## config.mk

```make
export PLATFORM = sky130hd
export DESIGN_NAME = gap_state_detector
export DESIGN_NICKNAME = d
export VERILOG_FILES = /design/src/rtl/gap_state_detector.sv
export SDC_FILE = /design/constraint.sdc
export NUM_CORES = 1
export LEC_CHECK = 0
export BUFFER_PORTS_ARGS = -buffer_cell sky130_fd_sc_hd__buf_2
export CELL_PAD_IN_SITES_DETAIL_PLACEMENT = 1
export CELL_PAD_IN_SITES_GLOBAL_PLACEMENT = 1
export CORE_MARGIN = 2
export CORE_UTILIZATION = 53
export CTS_CLUSTER_DIAMETER = 120
export DETAILED_ROUTE_END_ITERATION = 6
export PLACE_DENSITY_LB_ADDON = 0.2
export SYNTH_ARGS = -nofsm -noshare
export SYNTH_HDL_FRONTEND = slang
export SYNTH_SLANG_ARGS = --single-unit
```

## constraint.sdc

```tcl
create_clock -name sys_clk -period 6.5 [get_ports sys_clk]
set_input_delay 1.3 -clock sys_clk [delete_from_list [all_inputs] [get_ports sys_clk]]
set_output_delay 1.3 -clock sys_clk [all_outputs]
set_load 0.01 [all_outputs]
```

## src/rtl/gap_state_detector.sv

```systemverilog
// EDM gap classifier: 8-sample moving average on current/voltage, debounced
// threshold conditions and a pulse-synchronous IDLE/OPEN/DISCHARGE/SHORT FSM.
module gap_state_detector #(
  parameter int                 AVG_LOG2   = 3,
  parameter logic signed [15:0] V_OPEN_TH  = 16'sd2000,
  parameter logic signed [15:0] V_SHORT_TH = 16'sd300,
  parameter logic signed [15:0] I_DISCH_TH = 16'sd500,
  parameter int                 DEBOUNCE   = 4
) (
  input  logic               sys_clk,
  input  logic               rst_n,
  input  logic               pulse_on,
  input  logic signed [15:0] sample_current,
  input  logic signed [15:0] sample_voltage,
  output logic signed [15:0] avg_current,
  output logic signed [15:0] avg_voltage,
  output logic [1:0]         gap_state,
  output logic               discharge_start,
  output logic               discharge_end,
  output logic [15:0]        delay_cycles,
  output logic [15:0]        discharge_cycles
);

  localparam int N  = 1 << AVG_LOG2;
  localparam int SW = 16 + AVG_LOG2;
  localparam int DW = $clog2(DEBOUNCE + 1);

  typedef enum logic [1:0] {
    S_IDLE  = 2'd0,
    S_OPEN  = 2'd1,
    S_DISCH = 2'd2,
    S_SHORT = 2'd3
  } state_t;

  logic signed [15:0] i_win_q [N];
  logic signed [15:0] i_win_d [N];
  logic signed [15:0] v_win_q [N];
  logic signed [15:0] v_win_d [N];
  logic signed [SW-1:0] i_sum_q, i_sum_d;
  logic signed [SW-1:0] v_sum_q, v_sum_d;

  state_t      state_q, state_d;
  logic [15:0] delay_cnt_q, delay_cnt_d;
  logic [15:0] len_cnt_q, len_cnt_d;
  logic [15:0] delay_cycles_q, delay_cycles_d;
  logic [15:0] discharge_cycles_q, discharge_cycles_d;
  logic        start_q, start_d;
  logic        end_q, end_d;
  logic [DW-1:0] disch_cnt_q, disch_cnt_d;
  logic [DW-1:0] short_cnt_q, short_cnt_d;

  logic        disch_cond, short_cond;
  logic        disch_met, short_met;
  logic        state_change;
  logic [15:0] delay_inc, len_inc;

  // Running sum: add the incoming sample, drop the one falling out of the window.
  always_comb begin
    i_win_d[0] = sample_current;
    v_win_d[0] = sample_voltage;
    for (int k = 1; k < N; k++) begin
      i_win_d[k] = i_win_q[k-1];
      v_win_d[k] = v_win_q[k-1];
    end
    i_sum_d = i_sum_q + SW'(sample_current) - SW'(i_win_q[N-1]);
    v_sum_d = v_sum_q + SW'(sample_voltage) - SW'(v_win_q[N-1]);
  end

  // Dropping the low bits is an arithmetic shift that rounds toward -inf.
  assign avg_current = i_sum_q[SW-1:AVG_LOG2];
  assign avg_voltage = v_sum_q[SW-1:AVG_LOG2];

  assign disch_cond = (avg_current >= I_DISCH_TH) && (avg_voltage >= V_SHORT_TH) &&
                      (avg_voltage < V_OPEN_TH);
  assign short_cond = (avg_current >= I_DISCH_TH) && (avg_voltage < V_SHORT_TH);

  // A condition fires on the edge where its counter would reach DEBOUNCE.
  assign disch_met = disch_cond && (disch_cnt_q == DW'(DEBOUNCE - 1));
  assign short_met = short_cond && (short_cnt_q == DW'(DEBOUNCE - 1));

  assign delay_inc = (delay_cnt_q == 16'hFFFF) ? 16'hFFFF : delay_cnt_q + 16'd1;
  assign len_inc   = (len_cnt_q == 16'hFFFF) ? 16'hFFFF : len_cnt_q + 16'd1;

  always_comb begin
    state_d            = state_q;
    delay_cnt_d        = delay_cnt_q;
    len_cnt_d          = len_cnt_q;
    delay_cycles_d     = delay_cycles_q;
    discharge_cycles_d = discharge_cycles_q;
    start_d            = 1'b0;
    end_d              = 1'b0;
    case (state_q)
      S_IDLE: begin
        delay_cnt_d = 16'd0;
        if (pulse_on) state_d = S_OPEN;
      end
      S_OPEN: begin
        delay_cnt_d = delay_inc;
        if (!pulse_on) begin
          state_d = S_IDLE;
        end else if (disch_met) begin
          state_d        = S_DISCH;
          delay_cycles_d = delay_inc;
          start_d        = 1'b1;
          len_cnt_d      = 16'd1;
        end else if (short_met) begin
          state_d = S_SHORT;
        end
      end
      S_DISCH: begin
        len_cnt_d = len_inc;
        if (!pulse_on || short_met) begin
          state_d            = pulse_on ? S_SHORT : S_IDLE;
          discharge_cycles_d = len_cnt_q;
          end_d              = 1'b1;
        end
      end
      S_SHORT: begin
        if (!pulse_on) state_d = S_IDLE;
      end
      default: state_d = S_IDLE;
    endcase
  end

  assign state_change = (state_d != state_q);

  always_comb begin
    disch_cnt_d = '0;
    short_cnt_d = '0;
    if (state_q != S_IDLE && !state_change) begin
      if (disch_cond)
        disch_cnt_d = (disch_cnt_q == DW'(DEBOUNCE)) ? disch_cnt_q : disch_cnt_q + 1'b1;
      if (short_cond)
        short_cnt_d = (short_cnt_q == DW'(DEBOUNCE)) ? short_cnt_q : short_cnt_q + 1'b1;
    end
  end

  always_ff @(posedge sys_clk or negedge rst_n) begin
    if (!rst_n) begin
      for (int k = 0; k < N; k++) begin
        i_win_q[k] <= '0;
        v_win_q[k] <= '0;
      end
      i_sum_q            <= '0;
      v_sum_q            <= '0;
      state_q            <= S_IDLE;
      delay_cnt_q        <= '0;
      len_cnt_q          <= '0;
      delay_cycles_q     <= '0;
      discharge_cycles_q <= '0;
      start_q            <= 1'b0;
      end_q              <= 1'b0;
      disch_cnt_q        <= '0;
      short_cnt_q        <= '0;
    end else begin
      for (int k = 0; k < N; k++) begin
        i_win_q[k] <= i_win_d[k];
        v_win_q[k] <= v_win_d[k];
      end
      i_sum_q            <= i_sum_d;
      v_sum_q            <= v_sum_d;
      state_q            <= state_d;
      delay_cnt_q        <= delay_cnt_d;
      len_cnt_q          <= len_cnt_d;
      delay_cycles_q     <= delay_cycles_d;
      discharge_cycles_q <= discharge_cycles_d;
      start_q            <= start_d;
      end_q              <= end_d;
      disch_cnt_q        <= disch_cnt_d;
      short_cnt_q        <= short_cnt_d;
    end
  end

  assign gap_state        = state_q;
  assign discharge_start  = start_q;
  assign discharge_end    = end_q;
  assign delay_cycles     = delay_cycles_q;
  assign discharge_cycles = discharge_cycles_q;

endmodule

```

==> results.json, run 1 <==
{
  "clkTransAtPathRegs_ns": 0.07,
  "hold_start": "i_win_d[28]",
  "antennaDiodeCount": 0,
  "cp_cell_sequence": "buf_2, inv_1, fa_1, inv_1, ha_1, a21oi_1, o21ai_0, o2111ai_1, a21oi_1, or4b_2, nand3_1",
  "leakagePower_nw": 7.951,
  "place.gp.congestion": 0.8062,
  "synth-seq-cells": 368,
  "hold_buffers": 0,
  "crit_path_start_kind": "input port",
  "groute.usage.overall_pct": 21.67,
  "io_buffer_count": 102,
  "dp_hpwl_mm": 19.28,
  "fin_util_pct": 60.66,
  "fin_crit_sh_pct": 58.08,
  "required_ns": 6.96,
  "dp_slack_ns": 2.258,
  "fin_setup_tns_ns": 0,
  "clkSinkCount": 368,
  "dp.cells": 1547,
  "comb_power_share_pct": 33.0,
  "maxCapViolations": 0,
  "clock_path_buffers": 3,
  "slew_viol_final": 0,
  "wire_per_inst_um": 18.06,
  "hp-class": "flip-flop to flip-flop",
  "rsz0062_at_grt": "false",
  "worst_hold_slack_ns": 0.3321,
  "start_util_pct": 53.77,
  "wirelength_mm": 29.13,
  "critPathTopFamily": "compound AO/OA/AOI/OAI gates",
  "insertion_delay_ns": 0.54,
  "ys_types": 65,
  "cp_data_arrival_time_ns": 4.24,
  "critPathSlowestCell": "or4b_2",
  "setup_ws_ns": 2.725,
  "synthFlopType": "dfrtp_1",
  "fin_cells": 1613,
  "drive_gt1_share_pct": 15.25,
  "path_max_fanout": 4,
  "cts_buffers": 38,
  "die_area_mm2": 0.02860,
  "viasPerCell": 5.255,
  "synth_seq_area_share_pct": 63.73,
  "endpoint": "v_sum_q[13]",
  "sequentialPowerShare_pct": 37.6,
  "core.rowCount": 60,
  "htreeDepth": 2,
  "syn_nets": 1274,
  "antenna_found_initial": 1,
  "area.growth.synth_to_final_pct": 12.82,
  "report.power.total_mw": 7.140,
  "peakVddDrop_v": 0.0003075,
  "grt_max_degree": 146,
  "grt_pass1_wl_mm": 48.95,
  "cp.depth": 11,
  "setup_viol": 0,
  "fillerInstances": 2737,
  "num-nets-final": 1365,
  "drtIter0Drc": 585,
  "post-route-min-period_ns": 3.775,
  "cts_setup_buffers": 0,
  "reg2reg_to": "discharge_cycles[4]",
  "ios": 103,
  "core_mm2": 0.02688,
  "status": "finished, final reports clean",
  "skew_ns": 0.01999,
  "syn_avg_cell_area_um2": 12.51,
  "setup.worst_path.start": "sample_voltage[1]",
  "worstSetupPathType": "input port to flip-flop",
  "hold_viol": 0,
  "power.internal_mw": 4.726,
  "first_pass_iters": 4,
  "synth_edf_count": 0,
  "clock-root-buffer": "clkbuf_16",
  "ant_nets": 0,
  "place_area_mm2": 0.01508,
  "relSlewSlack_pct": 23.92,
  "cts_tree": "done",
  "grt-ovfl-total": 0,
  "grt_pass1_vias": 9407,
  "async_flop_share_pct": 100.0,
  "fin_area_mm2": 0.01630,
  "ctsResizeCount": 0,
  "syn-cell-area_mm2": 0.01445,
  "power_frac_clock_pct": 29.4,
  "r2r-start": "gap_state[1]",
  "r2r_slack_ns": 3.20,
  "syn_inst": 1155,
  "switching_share_pct": 33.81,
  "powerDensity_mw_per_mm2": 438.0,
  "die_height_um": 169.1,
  "cpPeakStageDelay_ns": 0.67,
  "remaining_drc_errors": 0,
  "cp_num_buf_inv": 3,
  "fp.dieW_um": 169.1,
  "vias": 8477,
  "rr_worst_depth": 4,
  "tightestPinTransition_ns": 1.138,
  "p_switching_mw": 2.414,
  "max_freq_mhz": 264.9,
  "worstSetupEndpointType": "flip-flop",
  "ys_warn_count": 0
}
kinds of logic after synthesis:
| kind of cell | Yosys count | synth area share (%) |
|---|---|---|
| AND/OR/NAND/NOR | 233 | 7.741 |
| flip-flops | 368 | 63.73 |
| buffers and inverters | 226 | 7.057 |
| XOR/XNOR | 40 | 2.424 |
| AO/OA/AOI/OAI | 178 | 7.724 |
| adder cells (fa/ha/maj) | 84 | 9.144 |
| multiplexers | 26 | 2.182 |
routing by layer:
metal / share of wire (%) / global-route usage (%)
met3: 3.7 / 3.647
met4: 2.3 / 6.577
met1: 45 / 29.11
met5: 0.045 / 0
met2: 49 / 36.57
cells in the final DEF (no fill, tap or decap), types with 9 or more instances in the layout:
master,synthesis,routed
dfrtp_1,368,368
inv_1,171,171
buf_2,1,101
nor2_1,77,77
a21oi_1,67,67
nand2_1,54,54
ha_1,48,48
clkbuf_16,0,39
fa_1,36,36
o21ai_0,32,32
xnor2_1,32,32
nor3_1,22,22
nand3_1,22,22
a31oi_1,14,14
o21a_1,12,12
nand4_1,11,11
o211ai_1,10,10
mux2i_1,9,9
mux2_4,9,9
clkbuf_1,13,9
synth_stat cells (all sizes together), types with 3 or more instances:
cell type  instances  area (um^2)
and3               8        50.05
nor3              22        110.1
o21a              12        90.09
nor2b              5        31.28
nand3             22        110.1
dfrtp            368         9209
a211o              3        26.28
o211ai            10        75.07
fa                36        720.7
xnor2             32        280.3
clkbuf            13        48.80
a31oi             14        87.58
a21oi             68        344.1
a211oi             6        50.05
or4                6        48.80
a21o               6        45.04
nand4             11        68.82
buf               42        329.1
o21ai             32        160.2
mux2              17        225.2
inv              171        641.9
nor2              78        295.3
ha                48        600.6
nand2             54        202.7
and2               4        25.02
xor2               8        70.07
nand2b             3        18.77
o2111ai            3        26.28
nor4               6        50.04
or2                4        25.02
o21bai             3        22.52
mux2i              9        90.09
worst min path at each step:
stage                              to  slack (ns)  depth (start not counted)
after CTS                 i_win_d[12]        0.34                          0
after global routing      i_win_d[12]        0.35                          0
after detailed placement  i_win_d[21]        0.34                          0
final                     i_win_d[12]        0.33                          0
after global placement    v_win_d[84]        0.33                          0
after floorplan            i_win_d[0]        0.33                          0
layout make-up:
type	count	area [um^2]	area share (%)
multi-input combinational	561	4230	25.95
clock buffer	55	1106	6.785
timing repair buffer	106	575.6	3.531
inverter	171	641.9	3.937
clock inverter	11	112.6	0.6908
sequential	368	9209	56.49
tap	341	426.7	2.617
sequential cells by signal, indices dropped and copies added, names as in the netlist:
| name | count |
|---|---|
| i_win_d | 112 |
| v_win_d | 112 |
| delay_cnt_q | 16 |
| discharge_start | 1 |
| delay_cycles | 16 |
| gap_state | 2 |
| len_cnt_q | 16 |
| v_win_q | 16 |
| v_sum_q | 19 |
| discharge_end | 1 |
| discharge_cycles | 16 |
| i_win_q | 16 |
| short_cnt_q | 3 |
| disch_cnt_q | 3 |
| i_sum_q | 19 |
power by group through the flow:
stage | sequential [mW] | clock [mW] | combinational (mW)
2_1_floorplan | 2.65 | 0 | 1.85
3_3_place_gp | 2.71 | 0 | 2.22
3_5_place_dp | 2.72 | 0 | 2.34
4_1_cts | 2.69 | 2.17 | 2.38
5_1_grt | 2.71 | 2.25 | 2.68
6_report | 2.68 | 2.10 | 2.35
No activity file was read; power rests on OpenSTA's default activity.
==> inputs of run 2 (changes only) <==
- ABC_AREA: not set -> 1
- CORE_UTILIZATION: 53 -> 44
- clock period: 6.5 -> 3.4 ns (I/O delays scaled with it)
==> results.json, run 2 <==
{
  "status": "finished, final reports clean",
  "drive_gt1_share_pct": 15.26,
  "leakagePower_nw": 8.457,
  "tightestPinTransition_ns": 0.5699,
  "final_common_cell": "dfrtp_1",
  "synth_seq_area_share_pct": 64.58,
  "antenna_found_initial": 0,
  "hold_viol": 0,
  "async_flop_share_pct": 100.0,
  "cts_setup_buffers": 0,
  "grt_max_degree": 115,
  "viasPerCell": 4.737,
  "drtIter0Drc": 255,
  "dp_hpwl_mm": 18.97,
  "power_frac_clock_pct": 33.0,
  "fp.dieW_um": 184.0,
  "area.growth.synth_to_final_pct": 15.57,
  "worstSetupEndpointType": "flip-flop",
  "path_max_fanout": 5,
  "slew_viol_final": 0,
  "ctsResizeCount": 0,
  "fin_area_mm2": 0.01648,
  "synthMuxAreaShare_pct": 0,
  "clock-root-buffer": "clkbuf_16",
  "crit_path_start_kind": "flip-flop",
  "start_util_pct": 44.96,
  "yosys.area_share.simple_pct": 8.134,
  "synth_top_area_cell": "dfrtp_1",
  "setup_ws_ns": 0.6573,
  "rsz0062_at_grt": "false",
  "powerDensity_mw_per_mm2": 836.5,
  "clock_path_buffers": 3,
  "num-nets-final": 1431,
  "cp_cell_sequence": "inv_1, fa_1, inv_1, ha_1, a21oi_1, o21ai_0, a21oi_1, inv_1, a31oi_1, o21ai_0, xor2_1",
  "skew_ns": 0.02523,
  "switching_share_pct": 33.09,
  "ys_types": 42,
  "fin_setup_tns_ns": 0,
  "synth_top_family_by_area": "adder cells",
  "maxCapViolations": 0,
  "required_ns": 3.82,
  "clkTransAtPathRegs_ns": 0.07,
  "synth.most_common_cell": "dfrtp_1",
  "core.rowCount": 65,
  "hold_buffers": 0,
  "ios": 103,
  "groute.usage.overall_pct": 17.47,
  "yosys-top-cells-area": "dfrtp_1 (65%), inv_1 (5.7%), fa_1 (5.1%)",
  "ys_warn_count": 0,
  "p_switching_mw": 4.561,
  "cpMostUsedCell": "inv_1",
  "synth_compound_area_share_pct": 6.695,
  "insertion_delay_ns": 0.54,
  "synth_edf_count": 0,
  "relSlewSlack_pct": 62.01,
  "synth-seq-cells": 368,
  "syn_avg_cell_area_um2": 11.85,
  "vias": 8266,
  "peakVddDrop_v": 0.0005000,
  "clkSinkCount": 368,
  "post-route-min-period_ns": 2.743,
  "cts_tree": "done",
  "dp_slack_ns": 0.2640,
  "worst_hold_slack_ns": 0.06717,
  "synthAdderAreaFrac_pct": 9.266,
  "dp.cells": 1671,
  "synth_common_cells": "dfrtp_1 (368), inv_1 (216), nand2_1 (145)",
  "io_buffer_count": 102,
  "first_pass_iters": 4,
  "core_mm2": 0.03172,
  "wire_per_inst_um": 15.79,
  "grt-ovfl-total": 0,
  "ant_nets": 0,
  "comb_power_share_pct": 30.0,
  "syn_nets": 1322,
  "die_area_mm2": 0.03387,
  "remaining_drc_errors": 0,
  "cts_buffers": 41,
  "grt_pass1_wl_mm": 46.26,
  "grt_pass1_vias": 9231,
  "power.internal_mw": 9.224,
  "htreeDepth": 2,
  "place.gp.congestion": 0.8429,
  "synthFlopType": "dfrtp_1",
  "syn_inst": 1203,
  "fin_crit_sh_pct": 80.67,
  "sequentialPowerShare_pct": 37.0,
  "cpPeakStageDelay_ns": 0.51,
  "antennaDiodeCount": 0,
  "place_area_mm2": 0.01507,
  "fillerInstances": 3323,
  "die_height_um": 184.0,
  "critPathSlowestCell": "fa_1",
  "syn-cell-area_mm2": 0.01426,
  "synth-xor-area-share_pct": 3.378,
  "setup_viol": 0,
  "fin_cells": 1745,
  "synth_top_area_share_pct": 64.58,
  "wirelength_mm": 27.56,
  "layout_common_cells": "dfrtp_1 (368), inv_1 (216), nand2_1 (145)",
  "worstSetupPathType": "flip-flop to flip-flop",
  "hp-class": "input port to async pin",
  "cp_data_arrival_time_ns": 3.16,
  "max_freq_mhz": 364.6
}
==> run 2: cell types whose count changed in the layout (fill, tap and decap cells not counted), sizes merged, moves of 12 or more <==
cell   delta
o21ai    +62
nand2    +94
mux2     -17
xor2     +33
nor2     -18
inv      +46
a21oi    -19
o21a     -12
xnor2    -18
==> run 2: cells by family (layout without fill, tap and decap cells) <==
group,after synthesis,after routing
buffers and inverters,262,402
XOR/XNOR,55,55
flip-flops,368,368
AO/OA/AOI/OAI,174,174
adder cells (fa/ha/maj),84,84
AND/OR/NAND/NOR,260,260
==> run 2: routing by layer <==
metal  track usage [%]  wire (um)
met5                 0          0
met2             29.16      13260
met4             5.344        604
met3             3.704       1127
met1             23.02      12570
==> run 2: power groups by stage <==
stage / Combinational (mW) / Sequential, mW / Clock, mW
3_3_place_gp: 4.05 / 5.17 / 0
3_5_place_dp: 4.15 / 5.18 / 0
5_1_grt: 4.80 / 5.15 / 4.88
6_report: 4.14 / 5.10 / 4.55
2_1_floorplan: 3.27 / 5.08 / 0
4_1_cts: 4.24 / 5.11 / 4.71
==> run 2: final cells by class <==
type	instances	area [um^2]	area share, %
clock inverter	20	249.0	1.511
multi-input combinational	573	3918	23.77
tap	402	503.0	3.052
inverter	218	818.3	4.965
sequential	368	9209	55.88
timing repair buffer	110	618.1	3.751
clock buffer	54	1165	7.069
==> run 2: through the flow <==
stage	power (mW)	util, %
floorplan	8.352	-
global placement	9.224	47.50
detailed placement	9.329	47.50
CTS	14.06	51.96
global route	14.83	51.96
finish	13.79	51.96
==> run 2: worst paths after layout <==
kind	slack, ns	to	cells after the start	start
max	0.66	v_sum_q[12]	11	v_sum_q[7]
max in group asynchronous	2.36	len_cnt_q[7]	2	rst_n
min reg2reg	0.33	v_win_q[15]	0	v_win_d[15]
min in group sys_clk	0.25	v_win_d[100]	1	sample_voltage[4]
min	0.07	i_win_d[82]	1	rst_n
max reg2reg	0.66	v_sum_q[12]	11	v_sum_q[7]
==> run 2: critical path: cells and delay by family (launching register included) <==
kind                       cells  cell delay [ns]
AOI/OAI and AO/OA              5             1.01
adders and majority gates      2             0.86
DFF                            1             0.41
buffers and inverters          3             0.18
xor gates and xnor gates       1             0.16
